$ cat src/rtl/rs485_pkg.sv
// Shared types and default timing for the RS-485 transmit sequencer.
package rs485_pkg;

   localparam int BYTE_W         = 8;
   localparam int DEF_DATA_W     = 16;
   localparam int DEF_IDLE_GAP   = 22;
   localparam int DEF_SETUP_CYC  = 4;
   localparam int DEF_HOLD_CYC   = 4;
   localparam int DEF_TX_TIMEOUT = 1024;
   localparam int DEF_CNT_W      = 8;

   typedef enum logic [3:0] {
      ST_IDLE     = 4'd0,
      ST_BUS_WAIT = 4'd1,
      ST_DE_SETUP = 4'd2,
      ST_FETCH    = 4'd3,
      ST_LOAD     = 4'd4,
      ST_SEND_HI  = 4'd5,
      ST_WAIT_HI  = 4'd6,
      ST_SEND_LO  = 4'd7,
      ST_WAIT_LO  = 4'd8,
      ST_DE_HOLD  = 4'd9
   } seq_state_e;

   // The driver owns the line from the start of the setup guard to the end of the hold guard.
   function automatic logic de_active(input seq_state_e st);
      logic act;
      case (st)
         ST_IDLE:     act = 1'b0;
         ST_BUS_WAIT: act = 1'b0;
         ST_DE_SETUP: act = 1'b1;
         ST_FETCH:    act = 1'b1;
         ST_LOAD:     act = 1'b1;
         ST_SEND_HI:  act = 1'b1;
         ST_WAIT_HI:  act = 1'b1;
         ST_SEND_LO:  act = 1'b1;
         ST_WAIT_LO:  act = 1'b1;
         ST_DE_HOLD:  act = 1'b1;
         default:     act = 1'b0;
      endcase
      return act;
   endfunction

endpackage

$ cat src/rtl/rs485_cycle_timer.sv
// Down-counting cycle timer: load a start value, count down to zero, flag zero.
// Load has priority over clear so a timer can be re-armed on the same cycle
// the owning state is being left.
module rs485_cycle_timer #(
   parameter int W = 8
) (
   input  logic         clk,
   input  logic         rst_n,
   input  logic         clr,
   input  logic         load,
   input  logic [W-1:0] load_val,
   input  logic         dec,
   output logic         zero
);

   logic [W-1:0] cnt_r;

   // Counter register: reset, load, clear, or decrement while above zero.
   always_ff @(posedge clk) begin
      if (!rst_n) begin
         cnt_r <= {W{1'b0}};
      end else if (load) begin
         cnt_r <= load_val;
      end else if (clr) begin
         cnt_r <= {W{1'b0}};
      end else if (dec && (cnt_r != {W{1'b0}})) begin
         cnt_r <= cnt_r - {{(W-1){1'b0}}, 1'b1};
      end else begin
         cnt_r <= cnt_r;
      end
   end

   assign zero = (cnt_r == {W{1'b0}});

endmodule

$ cat src/rtl/rs485_tx_sequencer.sv
// RS-485 half-duplex transmit sequencer: waits for an idle bus, raises DE with
// a setup guard, pops FIFO words and sends them high byte first through the
// byte transmitter, then holds DE for a guard time before releasing the line.
// All outputs are registered from the next-state decode so they line up with
// the state register and never glitch.
module rs485_tx_sequencer
   import rs485_pkg::*;
#(
   parameter int DATA_W     = DEF_DATA_W,
   parameter int IDLE_GAP   = DEF_IDLE_GAP,
   parameter int SETUP_CYC  = DEF_SETUP_CYC,
   parameter int HOLD_CYC   = DEF_HOLD_CYC,
   parameter int TX_TIMEOUT = DEF_TX_TIMEOUT,
   parameter int CNT_W      = DEF_CNT_W
) (
   input  logic              PCLK,
   input  logic              PRESETN,
   input  logic              cfg_enable,
   input  logic              clr_err,
   input  logic              rx_busy,
   input  logic              fifo_empty,
   output logic              fifo_rd,
   input  logic [DATA_W-1:0] fifo_rdata,
   input  logic              tx_ready,
   output logic              tx_start,
   output logic [BYTE_W-1:0] tx_byte,
   input  logic              tx_done,
   output logic              Tx_Enable,
   output logic              busy,
   output logic [CNT_W-1:0]  words_sent,
   output logic              err_timeout
);

   localparam int GUARD_MAX = (SETUP_CYC > HOLD_CYC) ? SETUP_CYC : HOLD_CYC;
   localparam int IG_W      = $clog2(IDLE_GAP + 1);
   localparam int GD_W      = $clog2(GUARD_MAX + 1);
   localparam int TO_W      = $clog2(TX_TIMEOUT + 1);

   // Timers count down from N-1 so that the owning state lasts exactly N cycles.
   localparam logic [IG_W-1:0] IDLE_LOAD  = IG_W'(IDLE_GAP - 1);
   localparam logic [GD_W-1:0] SETUP_LOAD = GD_W'(SETUP_CYC - 1);
   localparam logic [GD_W-1:0] HOLD_LOAD  = GD_W'(HOLD_CYC - 1);
   localparam logic [TO_W-1:0] TO_LOAD    = TO_W'(TX_TIMEOUT - 1);

   seq_state_e state_r;
   seq_state_e state_next_s;

   logic [DATA_W-1:0] word_r;
   logic [BYTE_W-1:0] tx_byte_r;
   logic [BYTE_W-1:0] byte_s;
   logic [CNT_W-1:0]  words_sent_r;
   logic              tx_enable_r;
   logic              busy_r;
   logic              fifo_rd_r;
   logic              tx_start_r;
   logic              err_timeout_r;

   logic              start_s;
   logic              word_load_s;
   logic              sent_inc_s;
   logic              err_set_s;

   logic              idle_load_s;
   logic              idle_dec_s;
   logic              idle_clr_s;
   logic              idle_zero_s;
   logic              guard_load_s;
   logic [GD_W-1:0]   guard_val_s;
   logic              guard_dec_s;
   logic              guard_clr_s;
   logic              guard_zero_s;
   logic              to_load_s;
   logic              to_dec_s;
   logic              to_clr_s;
   logic              to_zero_s;

   assign idle_clr_s  = (state_r != ST_BUS_WAIT);
   assign guard_clr_s = (state_r != ST_DE_SETUP) && (state_r != ST_DE_HOLD);
   assign to_clr_s    = (state_r != ST_WAIT_HI) && (state_r != ST_WAIT_LO);

   rs485_cycle_timer #(.W(IG_W)) u_idle_timer (
      .clk      (PCLK),
      .rst_n    (PRESETN),
      .clr      (idle_clr_s),
      .load     (idle_load_s),
      .load_val (IDLE_LOAD),
      .dec      (idle_dec_s),
      .zero     (idle_zero_s)
   );

   rs485_cycle_timer #(.W(GD_W)) u_guard_timer (
      .clk      (PCLK),
      .rst_n    (PRESETN),
      .clr      (guard_clr_s),
      .load     (guard_load_s),
      .load_val (guard_val_s),
      .dec      (guard_dec_s),
      .zero     (guard_zero_s)
   );

   rs485_cycle_timer #(.W(TO_W)) u_timeout_timer (
      .clk      (PCLK),
      .rst_n    (PRESETN),
      .clr      (to_clr_s),
      .load     (to_load_s),
      .load_val (TO_LOAD),
      .dec      (to_dec_s),
      .zero     (to_zero_s)
   );

   // Next-state, timer control and per-cycle datapath strobes.
   always_comb begin
      state_next_s = state_r;
      idle_load_s  = 1'b0;
      idle_dec_s   = 1'b0;
      guard_load_s = 1'b0;
      guard_val_s  = SETUP_LOAD;
      guard_dec_s  = 1'b0;
      to_load_s    = 1'b0;
      to_dec_s     = 1'b0;
      start_s      = 1'b0;
      byte_s       = tx_byte_r;
      word_load_s  = 1'b0;
      sent_inc_s   = 1'b0;
      err_set_s    = 1'b0;
      case (state_r)
         ST_IDLE: begin
            if (cfg_enable && !fifo_empty && !err_timeout_r) begin
               state_next_s = ST_BUS_WAIT;
               idle_load_s  = 1'b1;
            end else begin
               state_next_s = ST_IDLE;
            end
         end
         ST_BUS_WAIT: begin
            if (!cfg_enable) begin
               state_next_s = ST_IDLE;
            end else if (rx_busy) begin
               idle_load_s = 1'b1;
            end else if (idle_zero_s) begin
               state_next_s = ST_DE_SETUP;
               guard_load_s = 1'b1;
               guard_val_s  = SETUP_LOAD;
            end else begin
               idle_dec_s = 1'b1;
            end
         end
         ST_DE_SETUP: begin
            if (guard_zero_s) begin
               // Never pop an empty FIFO; release the line instead.
               if (fifo_empty) begin
                  state_next_s = ST_DE_HOLD;
                  guard_load_s = 1'b1;
                  guard_val_s  = HOLD_LOAD;
               end else begin
                  state_next_s = ST_FETCH;
               end
            end else begin
               guard_dec_s = 1'b1;
            end
         end
         ST_FETCH: begin
            state_next_s = ST_LOAD;
         end
         ST_LOAD: begin
            word_load_s  = 1'b1;
            state_next_s = ST_SEND_HI;
         end
         ST_SEND_HI: begin
            if (tx_ready) begin
               start_s      = 1'b1;
               byte_s       = word_r[DATA_W-1 -: BYTE_W];
               to_load_s    = 1'b1;
               state_next_s = ST_WAIT_HI;
            end else begin
               state_next_s = ST_SEND_HI;
            end
         end
         ST_WAIT_HI: begin
            if (tx_done) begin
               state_next_s = ST_SEND_LO;
            end else if (to_zero_s) begin
               err_set_s    = 1'b1;
               state_next_s = ST_DE_HOLD;
               guard_load_s = 1'b1;
               guard_val_s  = HOLD_LOAD;
            end else begin
               to_dec_s = 1'b1;
            end
         end
         ST_SEND_LO: begin
            if (tx_ready) begin
               start_s      = 1'b1;
               byte_s       = word_r[BYTE_W-1:0];
               to_load_s    = 1'b1;
               state_next_s = ST_WAIT_LO;
            end else begin
               state_next_s = ST_SEND_LO;
            end
         end
         ST_WAIT_LO: begin
            if (tx_done) begin
               sent_inc_s = 1'b1;
               // Back-to-back words keep DE high and skip the idle wait.
               if (cfg_enable && !fifo_empty) begin
                  state_next_s = ST_FETCH;
               end else begin
                  state_next_s = ST_DE_HOLD;
                  guard_load_s = 1'b1;
                  guard_val_s  = HOLD_LOAD;
               end
            end else if (to_zero_s) begin
               err_set_s    = 1'b1;
               state_next_s = ST_DE_HOLD;
               guard_load_s = 1'b1;
               guard_val_s  = HOLD_LOAD;
            end else begin
               to_dec_s = 1'b1;
            end
         end
         ST_DE_HOLD: begin
            if (guard_zero_s) begin
               state_next_s = ST_IDLE;
            end else begin
               guard_dec_s = 1'b1;
            end
         end
         default: begin
            state_next_s = ST_IDLE;
         end
      endcase
   end

   // State register.
   always_ff @(posedge PCLK) begin
      if (!PRESETN) begin
         state_r <= ST_IDLE;
      end else begin
         state_r <= state_next_s;
      end
   end

   // Registered control outputs decoded from the state being entered.
   always_ff @(posedge PCLK) begin
      if (!PRESETN) begin
         tx_enable_r <= 1'b0;
         busy_r      <= 1'b0;
         fifo_rd_r   <= 1'b0;
         tx_start_r  <= 1'b0;
         tx_byte_r   <= {BYTE_W{1'b0}};
      end else begin
         tx_enable_r <= de_active(state_next_s);
         busy_r      <= (state_next_s != ST_IDLE);
         fifo_rd_r   <= (state_next_s == ST_FETCH);
         tx_start_r  <= start_s;
         tx_byte_r   <= byte_s;
      end
   end

   // Word latch: FIFO data is valid the cycle after the pop strobe.
   always_ff @(posedge PCLK) begin
      if (!PRESETN) begin
         word_r <= {DATA_W{1'b0}};
      end else if (word_load_s) begin
         word_r <= fifo_rdata;
      end else begin
         word_r <= word_r;
      end
   end

   // Completed-word counter, wrapping naturally.
   always_ff @(posedge PCLK) begin
      if (!PRESETN) begin
         words_sent_r <= {CNT_W{1'b0}};
      end else if (sent_inc_s) begin
         words_sent_r <= words_sent_r + CNT_W'(1);
      end else begin
         words_sent_r <= words_sent_r;
      end
   end

   // Sticky timeout flag; a new timeout beats a simultaneous clear.
   always_ff @(posedge PCLK) begin
      if (!PRESETN) begin
         err_timeout_r <= 1'b0;
      end else if (err_set_s) begin
         err_timeout_r <= 1'b1;
      end else if (clr_err) begin
         err_timeout_r <= 1'b0;
      end else begin
         err_timeout_r <= err_timeout_r;
      end
   end

   assign Tx_Enable   = tx_enable_r;
   assign busy        = busy_r;
   assign fifo_rd     = fifo_rd_r;
   assign tx_start    = tx_start_r;
   assign tx_byte     = tx_byte_r;
   assign words_sent  = words_sent_r;
   assign err_timeout = err_timeout_r;

endmodule

$ cat config.mk
export PLATFORM = sky130hd
export DESIGN_NAME = rs485_tx_sequencer
export DESIGN_NICKNAME = d
export VERILOG_FILES = /design/src/rtl/rs485_pkg.sv /design/src/rtl/rs485_cycle_timer.sv /design/src/rtl/rs485_tx_sequencer.sv
export SDC_FILE = /design/constraint.sdc
export NUM_CORES = 1
export LEC_CHECK = 0
export ABC_AREA = 0
export ABC_CLOCK_PERIOD_IN_PS = 6150
export BUFFER_PORTS_ARGS = -buffer_cell sky130_fd_sc_hd__buf_2
export CORE_MARGIN = 3
export CORE_UTILIZATION = 30
export DETAILED_ROUTE_END_ITERATION = 10
export PLACE_DENSITY = 0.43
export SLEW_MARGIN = 20
export SYNTH_ARGS = -nofsm -noshare
export SYNTH_HDL_FRONTEND = slang
export SYNTH_SLANG_ARGS = --single-unit
$ cat constraint.sdc
create_clock -name PCLK -period 6.15 [get_ports PCLK]
set_clock_uncertainty 0.1 [all_clocks]
set_input_delay 0.3075 -clock PCLK [delete_from_list [all_inputs] [get_ports PCLK]]
set_output_delay 0.3075 -clock PCLK [all_outputs]
set_load 0.05 [all_outputs]
Yosys cells after proc, flatten, opt, wreduce, memory -nomap -nowiden
Memory sizes are Yosys's and may differ from the RTL's. A register that Yosys moved wholly into a read port is not among the register bits. Cells that the tools add are included.

Bits in registers: 59. Bits in latches: 0. Bits in writable memories: 0. Memory bits (read-only): 16. Input port bits: 24. Output and inout bits: 21. Logic and storage cells: 124. Memories kept: 1.

Memory list: (no name shown) (depth 16, bits a word 1, rd ports 1, clocked after Yosys merged registers in 1, write ports 0, line rs485_pkg.sv:28) `case (st)`.

$add $sub $neg: 4. Multiply operators: 0. Divide/modulo/power cells: 0. Magnitude comparators: 0. Eq/ne operators: 17. Shifts and indexed selects: 0. Multiplexer cells: 57. Bitwise logic cells: 1. Reductions and logical operators: 30.

Operator list (count): two-way mux 4 bit (11); case mux 4 bit (10 select lines) (1); two-way mux 1 bit (30); two-way mux 10 bit (3); equality test 4 x 3 -> 1 bit, second input constant (4); two-way mux 8 bit (2); case mux 8 bit (2 select lines) (1); two-way mux 5 bit (3); equality test 4 x 2 -> 1 bit, second input constant (3); nonzero test 3 bit (4); zero test 11 bit (1); nonzero test 11 bit (1); subtractor 11 x 1 -> 11 bit, second input constant (1); OR reduction 3 bit (3); adder 8 x 1 -> 8 bit, second input constant (1); equality test 4 bit, second input constant (2); two-way mux 2 bit (4); inequality test 4 bit, second input constant (2); logical AND 1 bit (7); OR reduction 2 bit (3); zero test 5 bit (1); nonzero test 5 bit (1); subtractor 5 x 1 -> 5 bit, second input constant (1); equality test 4 x 1 -> 1 bit, second input constant (1); 14 further kinds (18).

Longest topological paths before layout
Depth after elaboration: 9. Gate-level depth with buffers: 7. Depth with buffers taken out: 7.

Cells and area by module
From an unflattened synthesis, not the netlist that was laid out.

Cell total of the unflattened synthesis: 393. Area total of the unflattened synthesis: 3219.3 um^2.

Modules (own cells, without submodules): rs485_tx_sequencer (times used 1, cells an instance 236, area an instance 1929.4 um^2, seq. area each 820.8 um^2); rs485_cycle_timer at u_timeout_timer (times used 1, cells an instance 95, area an instance 768.2 um^2, seq. area each 220.2 um^2); rs485_cycle_timer at u_idle_timer (times used 1, cells an instance 37, area an instance 312.8 um^2, seq. area each 100.1 um^2); rs485_cycle_timer at u_guard_timer (times used 1, cells an instance 25, area an instance 209.0 um^2, seq. area each 60.1 um^2).

Least setup slack after synthesis
Ideal clock, no wire load.

Kind: register to register. From: reg u_timeout_timer.cnt_r[0]. To: reg busy_r, in the netlist busy. Library setup time: 0.073 ns. Data arrival time: 1.889 ns. Required time: 5.977 ns. Path slack: 4.087 ns. Cell stages (with the launch flop): 8. Path buffers: 0. Clock period less this slack: 2.063 ns. Cells stage by stage: dfxtp_1 > inv_1 > ha_1 > nor2b_1 > a41o_1 > a311o_1 > a2111o_1 > o211ai_2.

Word-level cells in the longest chain between the ends: 5. Elaborated cells on any way between the ends: 6. Classes of those cells: mux (4); reduce/logical (2).

RTL lines: start: declaration (line rs485_cycle_timer.sv:16) `logic [W-1:0] cnt_r;`; start signal: assignment (line rs485_cycle_timer.sv:21) `cnt_r <= {W{1'b0}};`; start signal: assignment (line rs485_cycle_timer.sv:23) `cnt_r <= load_val;`; start signal: assignment (line rs485_cycle_timer.sv:25) `cnt_r <= {W{1'b0}};`; zero test 11 bit (*) (line rs485_cycle_timer.sv:33) `assign zero = (cnt_r == {W{1'b0}});`; two-way mux 4 bit (*) (line rs485_tx_sequencer.sv:182, rs485_tx_sequencer.sv:212); two-way mux 4 bit (on tied branches) (line rs485_tx_sequencer.sv:202, rs485_tx_sequencer.sv:180); case mux 4 bit (10 select lines) (*) (line rs485_tx_sequencer.sv:126) `case (state_r)`; nonzero test 4 bit (*) (line rs485_tx_sequencer.sv:253) `busy_r <= (state_next_s != ST_IDLE);`; end signal: assignment (line rs485_tx_sequencer.sv:253); end: declaration (line rs485_tx_sequencer.sv:53) `logic busy_r;`.

Mark *: on every way between the ends. The rest lies on a longest branch, timed or not. A chain may end at the register's enable or synchronous reset.

Worst setup path in the final report
From: reg state_r[1]. To: reg tx_enable_r, in the netlist Tx_Enable.

Word-level cells in the longest chain between the ends: 4. Elaborated cells on any way between the ends: 19. Classes of those cells: eq/ne (9); mux (9); reduce/logical (1).

RTL lines: start: declaration (line rs485_tx_sequencer.sv:45) `seq_state_e state_r;`; start signal: assignment (line rs485_tx_sequencer.sv:239) `state_r <= state_next_s;`; two-way mux 4 bit (line rs485_tx_sequencer.sv:140) `end else if (idle_zero_s) begin`; two-way mux 4 bit (line rs485_tx_sequencer.sv:138) `end else if (rx_busy) begin`; two-way mux 4 bit (line rs485_tx_sequencer.sv:136) `if (!cfg_enable) begin`; case mux 4 bit (10 select lines) (*) (line rs485_tx_sequencer.sv:126); end: declaration (line rs485_tx_sequencer.sv:52) `logic tx_enable_r;`.

Marked as above.

==> results.md <==
* Status: completed
* Top-area cell type share of the netlist area at 0.389
* Vias in the first global route at around 2500
* Worst Hold End: word_r[13]$_SDFFE_PN0P_
* HP Class: input port to register
* CP required at 6.32 ns
* Cts repair resizes at 0
* Hold Crit Depth at 3
* CP Data Arrival Time at 2.59 ns
* Initial Util at 0.312
* Largest net degree at the start of global routing at 41
* Avg WL per Cell at 14.7 um
* Global route overflow at 0
* Critical path class: register to register
* H-tree depth at 3
* Cell type of the slowest stage on the worst timing path: dfxtp_1
* Period utilisation layout at 0.393
* Final nets at about 430
* Placed cell area at between 3000 and 4000 um^2
* First-pass GRT wire length at between 10 and 15 mm
* Clock buffer count from CTS at 9
* Post-DP HPWL at between 5 and 6 mm
* Final Max Slew Viols at 0
* Top FF cell, synth: dfxtp_1
* Setup Viol. Count Final at 0
* Post-DR vias/cell at 5.01
* Largest cells by area after synthesis: dfxtp_1 39%, nand2_1 6.6%, a21oi_1 4.9%, nor2_1 4.4%, nand3_1 3.2%
* Peak supply drop at around 0.1 mV
* RSZ-0062 raised after global routing: no
* R2R cell count at 5
* # hold bufs at CTS at 0
* Startpoint Class: register
* DP Worst Slack at roughly 3.8 ns
* Clock sink total at 60
* Cell Chain, Critical Path: and3b_1 > a21oi_1 > o221a_2 > a2111o_1 > o21ai_1
* Total track usage at 0.144
* Final Hold Fails at 0
* Yosys warning total at 0
* Clk slew on worst S/H paths at roughly 0.080 ns
* DR DRC count at 0
* Post-Syn Instances at between 300 and 400
* Lkg Pwr at ~1.3 nW
* Synth area leader: dfxtp_1
* CP top delay family: compound AO/OA/AOI/OAI gates
* Die H at approximately 110 um
* Core Util, Final at 0.360
* First DRT Iteration DRCs at ~110
* Via Count at approximately 2700
* Start point of the worst hold path: fifo_rdata[13]
* Slew headroom at 0.286
* Post-layout min period at around 2.4 ns
* Post-CTS Setup Repair Bufs at 0
* Clk buf depth at 2
* N_diodes at 0
* Die area at between 10000 and 15000 um^2
* Netlist cell types at 71
* Worst skew pair latency at between 0.3 and 0.4 ns
* Post-synthesis sequential area ratio at 0.389
* Syn_area_per_cell at roughly 8.6 um^2
* Post-Place Cells at between 500 and 600
* Worst reg-to-reg setup slack at 3.73 ns
* Synth Register Bits at 60
* Crit path capture type: register
* Layout cell share with drive strength beyond 1 at 0.218
* IO buf count at 44
* Slowest stage delay, CP at about 0.73 ns
* Max_cap viols at 0
* Setup_tns at 0 ns
* Reg2reg start: state_r[1]$_SDFF_PN0_
* Crit Path Max Fanout at 17
* CTS tree: yes
* Area Overhead vs Synth at 15.6%
* Total core area at roughly 9900 um^2
* Async set or reset register ratio after synthesis at 0
* Fill cells at about 1000
* PwrDens at around 230 nW/um^2
* Final wirelength at 7.86 mm
* Least-Margin Pin Slew at roughly 1.1 ns
* Non-filler instance count after layout at between 500 and 600
* FP Rows at 36
* Routed Antenna Nets at 0
* Die Wd at about 110 um
* Mapped Area at about 3000 um^2
* Clock root buffer: clkbuf_8
* Setup ws final at ~3.7 ns
* GP Congestion at approximately 0.81
* Initial antenna violation count at 0
* Fin area at around 3600 um^2
* EDFF count, synth at 0
* Total nets after synthesis at approximately 400
* Worst reg2reg endpoint: Tx_Enable$_SDFF_PN0_
* Top Ports at 45
* Worst path bufs/invs at 0
* Fmax at around 410 MHz
* Router iterations before antenna repair at 4
## kinds of logic (layout without fill, tap and decap cells)
| kind of cell | after synthesis | in the layout | share of synthesized area |
|---|---|---|---|
| multiplexers | 2 | 2 | 0.00688 |
| XOR/XNOR | 17 | 17 | 0.0482 |
| flip-flops | 60 | 60 | 0.389 |
| buffers and inverters | 33 | 78 | 0.0583 |
| AND/OR/NAND/NOR | 161 | 161 | 0.281 |
| AO/OA/AOI/OAI | 78 | 78 | 0.189 |
| adder cells (fa/ha/maj) | 7 | 7 | 0.0283 |
## how the worst max path moves through the flow
stage                                                startpoint                   end  slack (ns)  depth (start not counted)
final                                     state_r[1]$_SDFF_PN0_  Tx_Enable$_SDFF_PN0_        3.73                          5
after global routing                      state_r[1]$_SDFF_PN0_    fifo_rd$_SDFF_PN0_        3.59                          5
after CTS                                 state_r[1]$_SDFF_PN0_  Tx_Enable$_SDFF_PN0_        3.75                          5
after detailed placement                  state_r[1]$_SDFF_PN0_  Tx_Enable$_SDFF_PN0_        3.76                          5
after global placement                    state_r[1]$_SDFF_PN0_  Tx_Enable$_SDFF_PN0_        3.77                          5
after floorplan           u_timeout_timer.cnt_r[0]$_SDFFE_PN0P_       busy$_SDFF_PN0_        4.09                          7
## layout by cell type (no fill, tap or decap), types with 3 or more instances in the layout
cell	count
buf_4	3
xnor2_1	7
nor2_1	36
a21oi_1	30
nor3_1	5
o21ai_0	8
a31oi_1	3
nand3_1	20
nand4_1	4
inv_1	14
a311oi_1	8
ha_1	7
dfxtp_1	60
nand2b_1	4
buf_2	44
nor2b_1	4
clkbuf_8	9
or3_1	3
nand2_1	54
xor2_1	10
## cell type report
cell class                 count  area [um^2]  area share
multi-input combinational    265         1710       0.480
tap                          133          166      0.0466
clock inverter                 6         63.8      0.0179
timing repair buffer          47          243      0.0680
inverter                      15         56.3      0.0158
clock buffer                  10          128      0.0357
sequential                    60         1200       0.336
## stage by stage
| step | power (mW) | hold slack, ns |
|---|---|---|
| floorplan | 0.441 | 0.337 |
| finish | 0.806 | 0.0916 |
| global placement | 0.461 | 0.345 |
| global route | 0.843 | 0.0867 |
| CTS | 0.820 | 0.0756 |
| detailed placement | 0.460 | 0.347 |
## flip-flops by register name, summed over array words and instances, names as in the netlist
register               cells
u_guard_timer.cnt_r        3
Tx_Enable                  1
tx_start                   1
fifo_rd                    1
word_r                    16
u_timeout_timer.cnt_r     11
tx_byte                    8
u_idle_timer.cnt_r         5
words_sent                 8
busy                       1
state_r                    4
err_timeout                1
## worst min-delay path: stages
cell and delay (ns):
buf_2 0.09, nand2_1 0.04, a21oi_1 0.05
## Yosys cell counts, types with 4 or more instances
cell type and n:
ha_1 7, nor2b_1 4, o21ai_0 8, xor2_1 10, a21oi_1 30, nand3_1 20
dfxtp_1 60, nand2b_1 4, clkbuf_1 9, nand4_1 4, nor2_1 36, xnor2_1 7
inv_1 14, a311oi_1 8, nor3_1 6, buf_6 4, nand2_1 54
## report_power, final
part	switching, mW	total, mW	internal [mW]	leakage, nW
Clock	0.168	0.355	0.187	0.0927
Combinational	0.0339	0.0543	0.0204	0.772
Sequential	0.00479	0.397	0.392	0.484
## routing by layer
| metal | vias to the layer above | share of wire | GRT usage |
|---|---|---|---|
| li1 | 1346 | - | - |
| met2 | 66 | 0.45 | 0.218 |
| met1 | 1258 | 0.49 | 0.197 |
| met3 | 13 | 0.046 | 0.0306 |
| met5 | - | 0 | 0 |
| met4 | 0 | 0.019 | 0.0577 |
No activity file was read; power rests on OpenSTA's default activity.
